`config.mk`:
```
export PLATFORM = sky130hd
export DESIGN_NAME = pipe_hazard_ctrl
export DESIGN_NICKNAME = d
export VERILOG_FILES = /design/src/rtl/pipe_hazard_ctrl_pkg.sv /design/src/rtl/pipe_hazard_ctrl_tag_stage.sv /design/src/rtl/pipe_hazard_ctrl.sv
export SDC_FILE = /design/constraint.sdc
export NUM_CORES = 1
export LEC_CHECK = 0
export ABC_CLOCK_PERIOD_IN_PS = 2300
export BUFFER_PORTS_ARGS = -buffer_cell sky130_fd_sc_hd__buf_2
export CAP_MARGIN = 15
export CORE_MARGIN = 8
export CORE_UTILIZATION = 55
export CTS_CLUSTER_DIAMETER = 200
export DETAILED_ROUTE_END_ITERATION = 10
export PLACE_DENSITY = 0.81
export SKIP_LAST_GASP = 1
export SYNTH_ARGS = -nofsm -noshare
export SYNTH_HDL_FRONTEND = slang
export SYNTH_SLANG_ARGS = --single-unit
```
`constraint.sdc`:
```
create_clock -name clk_i -period 2.3 [get_ports clk_i]
set_input_delay 0.345 -clock clk_i [delete_from_list [all_inputs] [get_ports clk_i]]
set_output_delay 0.345 -clock clk_i [all_outputs]
set_load 0.05 [all_outputs]
```
`src/rtl/pipe_hazard_ctrl_pkg.sv`:
```
// Shared definitions for the pipeline hazard controller: forward-select
// encoding, packed tag layout and the LOAD_AVAIL legality check.
package pipe_hazard_ctrl_pkg;

  // Forward select 0 always means "use the ID/EX register value".
  localparam int unsigned FwdRegfile = 0;

  // Packed tag layout: single-bit flags at the bottom, then rd, rs1, rs2.
  localparam int unsigned TagValid    = 0;
  localparam int unsigned TagRegwrite = 1;
  localparam int unsigned TagIsLoad   = 2;
  localparam int unsigned TagIsMem    = 3;
  localparam int unsigned TagRs1Used  = 4;
  localparam int unsigned TagRs2Used  = 5;
  localparam int unsigned TagRdLsb    = 6;

  function automatic int unsigned tag_rs1_lsb(input int unsigned ra_w);
    return TagRdLsb + ra_w;
  endfunction

  function automatic int unsigned tag_rs2_lsb(input int unsigned ra_w);
    return TagRdLsb + 2 * ra_w;
  endfunction

  function automatic int unsigned tag_width(input int unsigned ra_w);
    return TagRdLsb + 3 * ra_w;
  endfunction

  // A load result must become forwardable somewhere in the post-EX stages.
  function automatic bit load_avail_legal(input int unsigned load_avail,
                                          input int unsigned post_stages);
    return (load_avail >= 1) && (load_avail <= post_stages);
  endfunction

endpackage

```
`src/rtl/pipe_hazard_ctrl_tag_stage.sv`:
```
// One pipeline tag register: synchronous active-low reset, flush beats write.
module pipe_hazard_ctrl_tag_stage
  import pipe_hazard_ctrl_pkg::*;
#(
  parameter int unsigned Width = tag_width(5)
) (
  input  logic             clk_i,
  input  logic             rst_ni,
  input  logic             we_i,
  input  logic             flush_i,
  input  logic [Width-1:0] d_i,
  output logic [Width-1:0] q_o
);

  logic [Width-1:0] q_d, q_q;

  // Next tag: a flushed slot becomes an all-zero bubble, otherwise load or hold.
  always_comb begin
    q_d = q_q;
    if (flush_i) begin
      q_d = '0;
    end else if (we_i) begin
      q_d = d_i;
    end
  end

  // Tag register with synchronous reset.
  always_ff @(posedge clk_i) begin
    if (!rst_ni) begin
      q_q <= '0;
    end else begin
      q_q <= q_d;
    end
  end

  assign q_o = q_q;

endmodule

```
`src/rtl/pipe_hazard_ctrl.sv`:
```
// Hazard controller for an IF-ID-EX core followed by POST_STAGES post-EX
// stages: load-use stall, redirect flush, memory-wait freeze, EX forwarding
// and a saturating stall-cycle counter.
module pipe_hazard_ctrl
  import pipe_hazard_ctrl_pkg::*;
#(
  parameter int unsigned POST_STAGES = 2,
  parameter int unsigned LOAD_AVAIL  = 2,
  parameter int unsigned RA_W        = 5,
  parameter int unsigned CNT_W       = 32,
  localparam int unsigned FW         = $clog2(POST_STAGES + 1)
) (
  input  logic             clk_i,
  input  logic             rst_ni,
  input  logic             id_valid_i,
  input  logic             id_regwrite_i,
  input  logic             id_is_load_i,
  input  logic             id_is_mem_i,
  input  logic [RA_W-1:0]  id_rs1_i,
  input  logic [RA_W-1:0]  id_rs2_i,
  input  logic [RA_W-1:0]  id_rd_i,
  input  logic             id_rs1_used_i,
  input  logic             id_rs2_used_i,
  input  logic             ex_redirect_i,
  input  logic             mem_ready_i,
  output logic             pc_we_o,
  output logic             ifid_we_o,
  output logic             ifid_flush_o,
  output logic             idex_we_o,
  output logic             idex_flush_o,
  output logic             post_we_o,
  output logic [FW-1:0]    fwd_a_o,
  output logic [FW-1:0]    fwd_b_o,
  output logic [CNT_W-1:0] stall_cnt_o
);

  localparam int unsigned NStages = POST_STAGES + 1;  // index 0 = EX
  localparam int unsigned TW      = tag_width(RA_W);
  localparam int unsigned Rs1Lsb  = tag_rs1_lsb(RA_W);
  localparam int unsigned Rs2Lsb  = tag_rs2_lsb(RA_W);

  if (!load_avail_legal(LOAD_AVAIL, POST_STAGES)) begin : g_bad_load_avail
    $error("pipe_hazard_ctrl: LOAD_AVAIL must lie in 1..POST_STAGES");
  end

  logic [TW-1:0]      id_tag;
  logic [TW-1:0]      tag_d [NStages];
  logic [TW-1:0]      tag_q [NStages];
  logic [NStages-1:0] st_we, st_flush;
  logic [NStages-1:0] st_valid, st_rw, st_load;
  logic [RA_W-1:0]    st_rd [NStages];
  logic [RA_W-1:0]    ex_rs1, ex_rs2;
  logic               ex_rs1_used, ex_rs2_used;
  logic               unused_tag;
  logic               freeze, load_use;
  logic               hit_a, hit_b;
  logic [CNT_W-1:0]   cnt_d, cnt_q;

  // Pack the ID instruction attributes into a tag for the EX slot.
  always_comb begin
    id_tag                     = '0;
    id_tag[TagValid]           = id_valid_i;
    id_tag[TagRegwrite]        = id_regwrite_i;
    id_tag[TagIsLoad]          = id_is_load_i;
    id_tag[TagIsMem]           = id_is_mem_i;
    id_tag[TagRs1Used]         = id_rs1_used_i;
    id_tag[TagRs2Used]         = id_rs2_used_i;
    id_tag[TagRdLsb +: RA_W]   = id_rd_i;
    id_tag[Rs1Lsb +: RA_W]     = id_rs1_i;
    id_tag[Rs2Lsb +: RA_W]     = id_rs2_i;
  end

  // Stage chaining: EX loads from ID, each post stage from its predecessor.
  always_comb begin
    tag_d[0]    = id_tag;
    st_we[0]    = idex_we_o;
    st_flush[0] = idex_flush_o;
    for (int unsigned s = 1; s < NStages; s++) begin
      tag_d[s]    = tag_q[s-1];
      st_we[s]    = post_we_o;
      st_flush[s] = 1'b0;
    end
  end

  for (genvar s = 0; s < NStages; s++) begin : g_stage
    pipe_hazard_ctrl_tag_stage #(
      .Width (TW)
    ) u_tag (
      .clk_i   (clk_i),
      .rst_ni  (rst_ni),
      .we_i    (st_we[s]),
      .flush_i (st_flush[s]),
      .d_i     (tag_d[s]),
      .q_o     (tag_q[s])
    );
  end

  // Unpack tag fields; post-stage source fields are carried but never read.
  always_comb begin
    unused_tag = 1'b0;
    for (int unsigned s = 0; s < NStages; s++) begin
      st_valid[s] = tag_q[s][TagValid];
      st_rw[s]    = tag_q[s][TagRegwrite];
      st_load[s]  = tag_q[s][TagIsLoad];
      st_rd[s]    = tag_q[s][TagRdLsb +: RA_W];
      unused_tag  = unused_tag ^ (^tag_q[s]);
    end
    ex_rs1      = tag_q[0][Rs1Lsb +: RA_W];
    ex_rs2      = tag_q[0][Rs2Lsb +: RA_W];
    ex_rs1_used = tag_q[0][TagRs1Used];
    ex_rs2_used = tag_q[0][TagRs2Used];
    freeze      = tag_q[1][TagValid] & tag_q[1][TagIsMem] & ~mem_ready_i;
  end

  // Load-use: a load in stage j is not forwardable in time while j+1 < LOAD_AVAIL.
  always_comb begin
    load_use = 1'b0;
    for (int unsigned j = 0; j < NStages; j++) begin
      if ((j + 1 < LOAD_AVAIL) && st_valid[j] && st_rw[j] && st_load[j]) begin
        if (id_valid_i && id_rs1_used_i && (id_rs1_i != '0) && (st_rd[j] == id_rs1_i)) begin
          load_use = 1'b1;
        end
        if (id_valid_i && id_rs2_used_i && (id_rs2_i != '0) && (st_rd[j] == id_rs2_i)) begin
          load_use = 1'b1;
        end
      end
    end
  end

  // Pipeline controls, priority: memory freeze > redirect > load-use stall.
  always_comb begin
    pc_we_o      = 1'b1;
    ifid_we_o    = 1'b1;
    ifid_flush_o = 1'b0;
    idex_we_o    = 1'b1;
    idex_flush_o = 1'b0;
    post_we_o    = 1'b1;
    if (freeze) begin
      pc_we_o   = 1'b0;
      ifid_we_o = 1'b0;
      idex_we_o = 1'b0;
      post_we_o = 1'b0;
    end else if (ex_redirect_i) begin
      ifid_flush_o = 1'b1;
      idex_flush_o = 1'b1;
    end else if (load_use) begin
      pc_we_o      = 1'b0;
      ifid_we_o    = 1'b0;
      idex_flush_o = 1'b1;
    end
  end

  // Forward selects: youngest (smallest-index) ready producer wins.
  always_comb begin
    fwd_a_o = FW'(FwdRegfile);
    fwd_b_o = FW'(FwdRegfile);
    hit_a   = 1'b0;
    hit_b   = 1'b0;
    for (int unsigned k = 1; k < NStages; k++) begin
      if (st_valid[k] && st_rw[k] && (!st_load[k] || (k >= LOAD_AVAIL))) begin
        if (!hit_a && ex_rs1_used && (ex_rs1 != '0) && (st_rd[k] == ex_rs1)) begin
          fwd_a_o = FW'(k);
          hit_a   = 1'b1;
        end
        if (!hit_b && ex_rs2_used && (ex_rs2 != '0) && (st_rd[k] == ex_rs2)) begin
          fwd_b_o = FW'(k);
          hit_b   = 1'b1;
        end
      end
    end
  end

  // Stall counter next state: count cycles with the PC held, saturate at all-ones.
  always_comb begin
    cnt_d = cnt_q;
    if (!pc_we_o && (cnt_q != '1)) begin
      cnt_d = cnt_q + CNT_W'(1);
    end
  end

  // Stall counter register.
  always_ff @(posedge clk_i) begin
    if (!rst_ni) begin
      cnt_q <= '0;
    end else begin
      cnt_q <= cnt_d;
    end
  end

  assign stall_cnt_o = cnt_q;

endmodule

```
==> results of run 1 <==
## sequential cells by signal, indices dropped and copies added, names as in the netlist
signal	flops
g_stage.u_tag.q_o	37
stall_cnt_o	32
## final timing paths
kind                             endpoint  slack (ps)                    start
hold reg to reg   g_stage[2].u_tag.q_o[0]         450  g_stage[1].u_tag.q_o[0]
setup reg to reg          stall_cnt_o[28]          40  g_stage[0].u_tag.q_o[9]
hold / removal    g_stage[2].u_tag.q_o[0]         260              mem_ready_i
setup / recovery             idex_flush_o          20  g_stage[0].u_tag.q_o[9]
## metrics by stage
| step | area [sq um] | cells | hold WS, ps |
|---|---|---|---|
| floorplan | 3540 | 414 | 432 |
| global placement | 4080 | 564 | 444 |
| detailed placement | 4080 | 564 | 446 |
| CTS | 4320 | 581 | 245 |
| global route | 4390 | 583 | 276 |
| finish | 4390 | 583 | 256 |
## cell usage after synthesis, types with 6 or more instances
cell type / count
nand3_1: 14
xor2_1: 18
dfxtp_1: 69
nand2_1: 58
nor4_1: 15
o21ai_0: 13
o31ai_1: 7
or3_1: 10
or4_1: 12
clkbuf_1: 15
xnor2_1: 9
nand4_1: 20
mux2i_1: 32
inv_1: 6
nand2b_1: 9
nor3_1: 27
nor2_1: 15
a21oi_1: 31
## repair_timing
item	4_1_cts	5_1_grt
pin swaps	3	13
setup buffers	1	2
endpoints found under the hold margin	0	0
gates cloned	1	0
resized for setup	21	14
setup endpoints to repair	8	14
## layer usage
layer	share of wire [%]	up-vias	GRT usage, %
li1	-	1686	-
met1	40	1639	24.2
met2	51	111	37.9
met3	6.2	22	4.09
met4	2.7	0	12.2
met5	0	-	0
## final cells by class
cell class	instances	area share, %
clock buffer	13	3.39
clock inverter	2	0.228
inverter	8	0.742
multi-input combinational	316	47.7
sequential	69	32.2
tap	77	2.20
timing repair buffer	98	13.5
## cells by family (layout without fill, tap and decap cells)
kind of cell,Yosys count,after routing
compound gates,60,60
xor+xnor,30,30
fa+ha+maj,1,1
buf+inv,30,121
flops,69,69
mux,32,32
simple gates,192,193
## power breakdown
group / internal (mW) / leakage (nW) / switching (mW) / total [mW]
clock: 0.413 / 0.0833 / 0.445 / 0.858
sequential: 1.21 / 0.570 / 0.0252 / 1.24
combinational: 0.0903 / 1.16 / 0.108 / 0.198
total: 1.72 / 1.82 / 0.578 / 2.30
## critical path, stage by stage (launching register included)
cell and delay (ps):
dfxtp_2 340, buf_4 160, xor2_1 160, a211oi_2 300
nand2_1 100, a21oi_1 150, o21a_1 190, buf_6 180
==> run metrics, run 1 <==
register area 1410 sq um; Placement Setup Slack -128 ps; Max H-tree Level 3; Syn Std Cell Area about 3500 sq um; Synth Area in Adders 0.360%; vias per inst 5.93; vias in the first global route 3298; final hold violations 0; Ys Warns 0; Seq/Total Area, Yosys 39.7%; wirelength, routed 9510 um; mux cell area share after synthesis 9.21%; total CTS buffers 9; Setup Total Neg Slack 0 ps; hold path cells 2; num rows 29; asr flop ratio synth 0%; status complete, no violations; CTS max path bufs 2; initial antenna violation count 0; pwr dens 523 nW/um^2; Post-Syn Instances 414; largest family of logic cells by synthesized area simple AND/OR/NAND/NOR gates; Nets 528; Sink Count 69; ratio of cells with drive above 1 in the final layout ~30%; Post-synth EDFFs 0; Setup CP Type reg2out; ys flop type dfxtp_1; DRC viols 0; commonest non-fill, non-tap cell in the layout buf_2; most frequent cells in the layout buf_2, nand2_1, dfxtp_1; Yosys cell types 38; CTS tree done; fillers 499; RePlAce Congestion a little under 0.9; main area contributors after synthesis dfxtp_1, mux2i_1, nand2_1; Max IR drop VDD 0.000461 V; Hold/Removal Path Class in2reg; post-synth top area share 39.7%; largest net degree at the start of global routing 45; Max-cap violations 0; Initial Util between 50% and 60%; Die ar. 9130 sq um; synthesized flop and latch total 69; Synth Area in XOR/XNOR 8.20%; Synth Area in Compound Gates 9.93%; Slew headroom 68.3%; area growth from synthesis to layout 26.1%; first-pass GRT wire length 15500 um; final period utilization 99.0%; FMAX 439 MHz; final critical-path required period 2280 ps; Vias roughly 3500; final worst slack 22.8 ps; GRT Util Overall 21.7%; hold_buf cts 0; Tightest Pin Transition 476 ps; # IOs 67; leakage about 1.8 nW; Finished Core Util 70.3%; CP Launch Type flop; Avg Cell Area, Syn 8.40 sq um; dpl hpwl 6840 um; port buffer count 66; Clock Latency Late Sink 350 ps; final setup violating endpoints 0; Starting DRT DRC Count ~170; critical path arrival 1930 ps; ANT nets after route 0; Core ar. ~6200 sq um; cells on worst reg2reg path 7; Slew Viols, Final 0; Root Driver clkbuf_8; Initial DRT Pass Iterations 4; critical path required time 1960 ps; simple-gate share of the synthesized area a little under 30%; post-route total power around 2.3 mW; unrepaired setup endpoints after global routing true; total grt overflow 0; Synth area leader dfxtp_1; DR WL/cell 16.3 um; Worst setup EP type output pin; crit-path max FO 4; syn_nets 440; ant diodes 0; multi-input logic area 2090 sq um; die width 95.5 um; Post-Route Skew 8.19 ps; Die Y ~96 um; CTS clk-pin slew, worst paths 70 ps
(Power assumes the default switching activity.)
==> run 2, diff against run 1 <==
- RECOVER_POWER: not set -> 50
==> run metrics, run 2 (synthesized netlist as in run 1, its figures left out) <==
hold_buf cts 0 (unchanged); Initial DRT Pass Iterations 4 (unchanged); Max H-tree Level 3 (unchanged); critical path arrival 1930 ps (about the same); number of flip-flops in the largest register 37 (unchanged); pwr dens 529 nW/um^2 (+1.0%); Root Driver clkbuf_8; Sink Count 69 (unchanged); Nets 528 (unchanged); num rows 29 (unchanged); CTS clk-pin slew, worst paths 70 ps (about the same); status complete, no violations; post-route total power 2.29 mW (-0.21%); Finished Cell Area 4330 sq um (-1.2%); DR WL/cell 16.4 um (+0.35%); unrepaired setup endpoints after global routing true; first-pass GRT wire length 15500 um (unchanged); ant diodes 0 (unchanged); total grt overflow 0 (unchanged); Starting DRT DRC Count 157 (-4.8%); Post-Route Skew 8.10 ps (-0.0876 ps); largest net degree at the start of global routing 45 (unchanged); critical path required time 1960 ps (about the same); Max-cap violations 0 (unchanged); initial antenna violation count 0 (unchanged); wirelength, routed 9550 um (+0.35%); Clock Latency Late Sink 350 ps (about the same); ratio of cells with drive above 1 in the final layout 23.9% (-6.9 points); CP Launch Type flop; CTS max path bufs 2 (unchanged); fillers 517 (+3.6%); final period utilization 98.9% (about the same); Worst setup EP type output pin; Hold/Removal Path Class in2reg; GRT Util Overall 21.7% (unchanged); final setup violating endpoints 0 (unchanged); crit-path max FO 4 (unchanged); port buffer count 66 (unchanged); Setup CP Type reg2out; Die Y 95.5 um (unchanged); final hold violations 0 (unchanged); vias per inst 5.90 (-0.58%); area growth from synthesis to layout 24.6%; Slew Viols, Final 0 (unchanged); FMAX 439 MHz (about the same); placed inst area 4080 sq um (unchanged); final critical-path required period 2280 ps (-1.89 ps); total CTS buffers 9 (unchanged); Initial Util 55.7% (unchanged); RePlAce Congestion 0.872 (unchanged); leakage 1.67 nW (-8.3%); dpl hpwl 6840 um (unchanged); CTS tree done; Die ar. 9130 sq um (unchanged); Tightest Pin Transition 624 ps (+148 ps); Slew headroom 58.6% (-9.7 points); most frequent cells in the layout nand2_1, dfxtp_1, clkbuf_1; ANT nets after route 0 (unchanged); Max IR drop VDD 0.000458 V (-0.60%); Core ar. 6240 sq um (unchanged); commonest non-fill, non-tap cell in the layout nand2_1; vias in the first global route 3298 (unchanged); # IOs 67 (unchanged); Vias 3438 (-0.58%); DRC viols 0 (unchanged); die width 95.5 um (unchanged)
-- run 2: cell count changes in the layout (fill, tap and decap cells not counted) --
cell / before / now
clkbuf_1: 3 / 38
clkbuf_2: 0 / 1
buf_4: 34 / 30
buf_2: 61 / 29
-- run 2: repair_timing --
item,4_1_cts,5_1_grt
gates cloned,1,0
endpoints found under the setup margin,8,14
resized for setup,21,14
hold endpoints to repair,0,0
pin swaps,3,13
buffers inserted,1,2
-- run 2: through the flow --
step           cells  TNS (ps)  hold slack [ps]  util [%]  setup slack [ps]
2_1_floorplan    414     -77.4              432         -             -77.4
3_3_place_gp     564     -65.4              444      65.4             -26.4
3_5_place_dp     564      -607              446      65.4              -128
4_1_cts          581         0              245      69.3              11.4
5_1_grt          583      -153              276      69.4             -36.4
6_report         583         0              259      69.4              24.7
-- run 2: area by class of cell --
| type | count | area (sq um) | area share [%] |
|---|---|---|---|
| flip-flops and latches | 69 | 1410 | 32.6 |
| well taps | 77 | 96.3 | 2.22 |
| multi-input cells | 316 | 2090 | 48.3 |
| repair buffers | 98 | 541 | 12.5 |
| clock inverters | 2 | 10.0 | 0.231 |
| clock buffers | 13 | 149 | 3.44 |
| inverters | 8 | 32.5 | 0.751 |
-- run 2: metal layers --
metal	GRT usage (%)	up-vias	part of all wire, %
met2	37.9	112	51
met1	24.2	1615	40
met3	4.09	27	6.1
li1	-	1684	-
met5	0	-	0
met4	12.2	0	2.9
-- run 2: final timing paths --
path | startpoint | to | slack, ps | depth (start not counted)
worst max-delay path | g_stage[0].u_tag.q_o[9] | ifid_we_o | 20 | 5
worst min-delay path | mem_ready_i | g_stage[2].u_tag.q_o[0] | 260 | 2
worst max register to register | g_stage[0].u_tag.q_o[9] | stall_cnt_o[28] | 40 | 7
worst min register to register | g_stage[1].u_tag.q_o[0] | g_stage[2].u_tag.q_o[0] | 450 | 1
-- run 2: power breakdown --
group,switching (mW),internal [mW],total [mW]
Clock,0.441,0.413,0.854
Sequential,0.0252,1.21,1.24
Combinational,0.108,0.0896,0.197
-- run 2: worst max-delay path, cell delays in order (launching register included) --
cell and delay (ps):
dfxtp_2 340, xnor2_2 180, nand3_2 100, or4b_4 560, and2_4 210, buf_4 190
